`src/rtl/uart_pkg.sv`:
```
// Shared UART definitions: FSM state type, rate/size helpers and frame constants.
// Shared between the word transmitter and the receiver.
// Optional macro UART_PARITY_EN adds the PARITY state (even parity per byte).
package uart_pkg;

    localparam int   DATA_BITS = 8;
    localparam logic START_BIT = 1'b0;
    localparam logic STOP_BIT  = 1'b1;

    typedef enum logic [2:0] {
        IDLE,
        START,
        DATA,
`ifdef UART_PARITY_EN
        PARITY,
`endif
        STOP
    } uart_state_t;

    // Clocks per serial bit from the clock and bit-rate units.
    function automatic int calc_cpb(input int if_unit, input int uf_unit);
        return if_unit / uf_unit;
    endfunction

    // Number of bytes needed to carry a word of w bits.
    function automatic int calc_nb(input int w);
        return (w + DATA_BITS - 1) / DATA_BITS;
    endfunction

endpackage

```
`src/rtl/uart_baud_tick.sv`:
```
// Bit-period timer: pulses tick for one cycle on the last cycle of every CPB-cycle bit.
// Held at zero while disabled and restarted when a new word is accepted.
module uart_baud_tick #(
    parameter int CPB = 2
) (
    input  logic clock,
    input  logic reset,
    input  logic restart,
    input  logic enable,
    output logic tick
);

    localparam int CW = (CPB > 1) ? $clog2(CPB) : 1;

    logic [CW-1:0] cnt_reg;

    assign tick = enable && (cnt_reg == CW'(CPB - 1));

    // Count clocks within the current bit; wrap on tick, clear on reset/restart.
    always_ff @(posedge clock) begin
        if (reset || restart) begin
            cnt_reg <= '0;
        end else if (enable) begin
            if (tick) begin
                cnt_reg <= '0;
            end else begin
                cnt_reg <= cnt_reg + CW'(1);
            end
        end else begin
            cnt_reg <= '0;
        end
    end

endmodule

```
`src/rtl/uart_word_tx.sv`:
```
// Word-wide UART transmitter: sends a W-bit word as ceil(W/8) back-to-back
// frames, least-significant byte first, high bits of a short last byte as 0.
// Optional macro UART_PARITY_EN inserts an even-parity bit before each stop bit.
module uart_word_tx
    import uart_pkg::*;
#(
    parameter int IF = 2,
    parameter int UF = 1,
    parameter int W  = 16
) (
    input  logic         clock,
    input  logic         reset,
    input  logic [W-1:0] data,
    input  logic         start,
    output logic         tx,
    output logic         busy,
    output logic         done
);

    localparam int CPB    = calc_cpb(IF, UF);
    localparam int NB     = calc_nb(W);
    localparam int PAD_W  = NB * DATA_BITS;
    localparam int BYTE_W = (NB > 1) ? $clog2(NB) : 1;

    uart_state_t       state_reg, state_next;
    logic [PAD_W-1:0]  shift_reg, shift_next;
    logic [2:0]        bit_cnt_reg, bit_cnt_next;
    logic [BYTE_W-1:0] byte_cnt_reg, byte_cnt_next;
`ifdef UART_PARITY_EN
    logic              parity_reg, parity_next;
`endif

    logic [PAD_W-1:0]  data_pad;
    logic              accept;
    logic              tick;

    // Zero-extend the word to a whole number of bytes.
    generate
        for (genvar gi = 0; gi < PAD_W; gi++) begin : g_pad
            if (gi < W) begin : g_data
                assign data_pad[gi] = data[gi];
            end else begin : g_zero
                assign data_pad[gi] = 1'b0;
            end
        end
    endgenerate

    assign accept = (state_reg == IDLE) && start;
    assign busy   = (state_reg != IDLE);

    uart_baud_tick #(
        .CPB(CPB)
    ) u_baud_tick (
        .clock  (clock),
        .reset  (reset),
        .restart(accept),
        .enable (busy),
        .tick   (tick)
    );

    // State, shift register and counters; reset aborts any frame in flight.
    always_ff @(posedge clock) begin
        if (reset) begin
            state_reg    <= IDLE;
            shift_reg    <= '0;
            bit_cnt_reg  <= '0;
            byte_cnt_reg <= '0;
`ifdef UART_PARITY_EN
            parity_reg   <= 1'b0;
`endif
        end else begin
            state_reg    <= state_next;
            shift_reg    <= shift_next;
            bit_cnt_reg  <= bit_cnt_next;
            byte_cnt_reg <= byte_cnt_next;
`ifdef UART_PARITY_EN
            parity_reg   <= parity_next;
`endif
        end
    end

    // Next-state logic and line/done outputs; every bit advances on tick.
    always_comb begin
        state_next    = state_reg;
        shift_next    = shift_reg;
        bit_cnt_next  = bit_cnt_reg;
        byte_cnt_next = byte_cnt_reg;
`ifdef UART_PARITY_EN
        parity_next   = parity_reg;
`endif
        tx            = STOP_BIT;
        done          = 1'b0;

        case (state_reg)
            IDLE: begin
                if (accept) begin
                    state_next    = START;
                    shift_next    = data_pad;
                    bit_cnt_next  = '0;
                    byte_cnt_next = '0;
                end
            end
            START: begin
                tx = START_BIT;
                if (tick) begin
                    state_next   = DATA;
                    bit_cnt_next = '0;
`ifdef UART_PARITY_EN
                    parity_next  = 1'b0;
`endif
                end
            end
            DATA: begin
                tx = shift_reg[0];
                if (tick) begin
                    shift_next   = shift_reg >> 1;
                    bit_cnt_next = bit_cnt_reg + 3'd1;
`ifdef UART_PARITY_EN
                    parity_next  = parity_reg ^ shift_reg[0];
`endif
                    if (bit_cnt_reg == 3'(DATA_BITS - 1)) begin
`ifdef UART_PARITY_EN
                        state_next = PARITY;
`else
                        state_next = STOP;
`endif
                    end
                end
            end
`ifdef UART_PARITY_EN
            PARITY: begin
                tx = parity_reg;
                if (tick) begin
                    state_next = STOP;
                end
            end
`endif
            STOP: begin
                tx = STOP_BIT;
                if (tick) begin
                    if (byte_cnt_reg == BYTE_W'(NB - 1)) begin
                        state_next = IDLE;
                        done       = 1'b1;
                    end else begin
                        state_next    = START;
                        byte_cnt_next = byte_cnt_reg + BYTE_W'(1);
                    end
                end
            end
            default: begin
                state_next = IDLE;
            end
        endcase
    end

endmodule

```
`config.mk`:
```
export PLATFORM = sky130hd
export DESIGN_NAME = uart_word_tx
export DESIGN_NICKNAME = d
export VERILOG_FILES = /design/src/rtl/uart_pkg.sv /design/src/rtl/uart_baud_tick.sv /design/src/rtl/uart_word_tx.sv
export SDC_FILE = /design/constraint.sdc
export NUM_CORES = 1
export LEC_CHECK = 0
export BUFFER_PORTS_ARGS = -buffer_cell sky130_fd_sc_hd__buf_2
export CAP_MARGIN = 30
export CORE_MARGIN = 2
export CORE_UTILIZATION = 30
export DETAILED_ROUTE_END_ITERATION = 10
export HOLD_SLACK_MARGIN = 0.05
export PLACE_DENSITY = 0.56
export SLEW_MARGIN = 20
export SYNTH_ARGS = -nofsm -noshare
export SYNTH_HDL_FRONTEND = slang
export SYNTH_SLANG_ARGS = --single-unit
```
`constraint.sdc`:
```
create_clock -name clock -period 1.45 [get_ports clock]
set_input_delay 0.29 -clock clock [delete_from_list [all_inputs] [get_ports clock]]
set_output_delay 0.29 -clock clock [all_outputs]
set_load 0.005 [all_outputs]
```
==> flow_metrics.env <==
export IMPL_postLayoutSetupSlackWorst_ns=-0.132
export IMPL_io_pins=22
export IMPL_critical_path_max_fanout=5
export IMPL_setup_violations=23
export IMPL_critical_path_endpoint_type="register"
export IMPL_routed_via_count=1103
export IMPL_synth_simple_gate_area_share_pct=12.5
export IMPL_hold_removal_path_class="in -> reg"
export IMPL_synthXorXnorAreaFrac_pct=0
export IMPL_power_density_nw_per_um2=1990
export IMPL_grt_overflow=0
export IMPL_clockBufferDepth=2
export IMPL_violations="setup timing"
export IMPL_fin_crit_ns=1.58
export IMPL_synthDistinctLibCells=28
export IMPL_cp_buffers_inverters=2
export IMPL_fin_total_pwr_uw=3830
export IMPL_end_of_flow_core_utilization_pct=44.8
export IMPL_cpPeakStageDelay_ns=0.37
export IMPL_clock_power_share_pct=10.9
export IMPL_rows=24
export IMPL_clock_insertion_delay_worst_skew_ns=0.27
export IMPL_synth_async_sr_flop_share_pct=0
export IMPL_finalCritPeriodShare_pct=109
export IMPL_final_nets=205
export IMPL_status="finished with violations"
export IMPL_dieArea_um2=4930
export IMPL_clock_sinks=23
export IMPL_std_cell_core_area_um2=4290
export IMPL_worst_slew_pin_slew_ns=0.320
export IMPL_clock_skew_final_ns=0.00602
export IMPL_wire_length_of_the_first_global_routing_pass_um=5110
export IMPL_synth_warnings=0
export IMPL_totalWireLength_um=3030
export IMPL_drt_pass1_iterations=4
export IMPL_synth_largest_area_cell="dfxtp_1"
export IMPL_synthTopCellsByArea="dfxtp_1 (35%), mux2i_1 (14%), a211oi_2 (14%)"
export IMPL_maxClockFrequency_mhz=632
export IMPL_diode_count=0
export IMPL_htree_num_levels=1
export IMPL_startpoint_type="register"
export IMPL_synth_net_count=159
export IMPL_seq_power_share_pct=26.0
export IMPL_initial_antenna_violation_count=0
export IMPL_clock_tree_from_tritoncts="built"
export IMPL_layout_area_overhead_vs_synth_pct=46.0
export IMPL_synthAdderAreaFrac_pct=7.60
export IMPL_crit_path_slowest_cell="dfxtp_4"
export IMPL_compound_gate_fraction_of_synth_area_pct=21.9
export IMPL_largest_register_ff_count=16
export IMPL_die_h_um=70.2
export IMPL_p_comb_share_pct=63.1
export IMPL_number_of_global_route_vias_before_repair=1140
export IMPL_synthesis_area_per_instance_um2=9.97
export IMPL_synth_sequential_area_ratio_pct=35.0
export IMPL_main_combinational_cell_family_by_area_after_synthesis="compound AO/OA/AOI/OAI gates"
export IMPL_hold_viol_final=0
export IMPL_power_share_switching_pct=37.4
export IMPL_buffer_ports_inserted=21
export IMPL_drt_iter0_markers=24
export IMPL_power_net_switching_uw=1430
export IMPL_detailedPlacementHpwl_um=2020
export IMPL_avgViaCountPerCell=4.82
export IMPL_synth_mux_area_share_pct=15.3
export IMPL_critical_path_arrival_ns=1.74
export IMPL_gpl_final_weighted_congestion=0.808
export IMPL_drv_cap=0
export IMPL_critical_path_top_delay_family="flip-flops"
export IMPL_power_internal_uw=2400
export IMPL_grt_max_degree=19
export IMPL_die_width_um=70.2
export IMPL_floorplan_initialDensity_pct=30.7
export IMPL_max_vdd_ir_drop_mv=0.637
export IMPL_clock_root_buffer="clkbuf_8"
export IMPL_residual_drc=0
export IMPL_crit_path_cell_trace="inv_4 -> ha_2 -> buf_4 -> a22oi_2 -> and3_4 -> mux2_4"
export IMPL_layout_drive_gt1_share_pct=55.4
export IMPL_leakage_component_of_the_power_uw=0.000759
export IMPL_synth_flop_cell="dfxtp_1"
export IMPL_synthesis_area_um2=1320
export IMPL_grt_total_usage_pct=12.8
export IMPL_final_max_slew_viol_count=0
export IMPL_postSynthRegisterBits=23
export IMPL_worst_setup_hold_path_clk_slew_ns=0.09
export IMPL_synthDominantCellAreaShare_pct=35.0
export IMPL_count_of_flip_flops_with_a_built_in_enable_after_synthesis=0
export IMPL_drt_antenna_violating_nets=0
export IMPL_wp_data_required_ns=1.61
export IMPL_cts_inserted_buffers=3
export IMPL_routed_wire_length_per_instance_um=13.2
export IMPL_timing_setup_critical_path_class="reg -> reg"
export IMPL_setup_repair_after_global_routing_missed_its_margin="true"
export IMPL_syn_instance_count=132
export IMPL_slew_headroom_pct=78.7
## placed cells by master, fill, tap and decap left out, drive strengths merged, types with 3 or more instances in the layout
master,synthesis,layout
a211oi,15,15
clkbuf,4,4
ha,8,8
dfxtp,23,23
buf,6,50
a21oi,3,3
nor2b,4,4
o31ai,3,3
nor2,19,19
mux2i,19,19
inv,9,9
## worst register-to-register path: cells and delay by family (launching register included)
family	cells	cell delay [ns]
flip-flops	1	0.37
multiplexers	1	0.29
adder cells (fa/ha/maj)	1	0.23
AND/OR/NAND/NOR	1	0.22
buffers and inverters	2	0.21
AO/OA/AOI/OAI	1	0.15
## routing by layer
metal,vias to the layer above,routed length [um],GRT usage (%)
met1,529,1380,16.0
li1,557,-,-
met3,6,48,2.16
met4,0,64,5.13
met5,-,0,0
met2,11,1530,21.6
## what timing repair did
action | in CTS | in global routing
setup buffers | 13 | 1
cloned | 0 | 1
setup endpoints to repair | 23 | 24
hold buffers | 0 | 0
gates resized for setup | 21 | 4
pin swaps | 3 | 4
## power by group through the flow
stage | sequential, uW | clock [uW] | combinational, uW
6_report | 995 | 419 | 2420
5_1_grt | 1020 | 457 | 2610
4_1_cts | 993 | 429 | 2230
3_5_place_dp | 986 | 0 | 1790
3_3_place_gp | 976 | 0 | 1740
2_1_floorplan | 960 | 0 | 1340
## synthesized netlist by cell type (all sizes together), types with 2 or more instances
library cell,number
clkbuf,4
o21ai,2
nor2,19
dfxtp,23
ha,8
inv,9
a21oi,3
or2,2
o32ai,2
nand3,2
nor3,2
a211oi,15
o31ai,3
nor2b,4
buf,6
nand3b,2
nand2,2
mux2i,19
## cells by family after synthesis
family                     count (synthesis)
buffers and inverters                     19
DFF                                       23
muxes                                     20
AOI/OAI and AO/OA                         27
adders and majority gates                  8
and+or+nand+nor                           35
## through the flow
step | hold slack (ns) | cell area, um^2 | setup TNS (ns) | std cells | worst slack, ns
2_1_floorplan | 0.457 | 1370 | -0.0362 | 132 | -0.00639
3_3_place_gp | 0.491 | 1610 | -0.708 | 210 | -0.0834
3_5_place_dp | 0.498 | 1610 | -1.22 | 210 | -0.131
4_1_cts | 0.378 | 1860 | -1.91 | 227 | -0.124
5_1_grt | 0.393 | 1920 | -3.85 | 229 | -0.201
6_report | 0.379 | 1920 | -1.79 | 229 | -0.132
## path summary, 6_finish.rpt
check,startpoint,end,slack (ns),cells past startpoint
worst max-delay path,state_reg[0],state_reg[0],-0.13,6
worst min-delay path,data[12],shift_reg[12],0.38,3
worst max register to register,state_reg[0],state_reg[0],-0.13,6
worst min register to register,shift_reg[14],shift_reg[14],0.52,2
## cell type report
type,count,area (um^2)
Fill cell,405,2370
Multi-Input combinational cell,90,887
Sequential cell,23,468
Timing Repair Buffer,51,414
Tap cell,52,65.1
Clock buffer,3,41.3
Inverter,9,41.3
Clock inverter,1,5.00
Power figures use the tool's default switching activity.
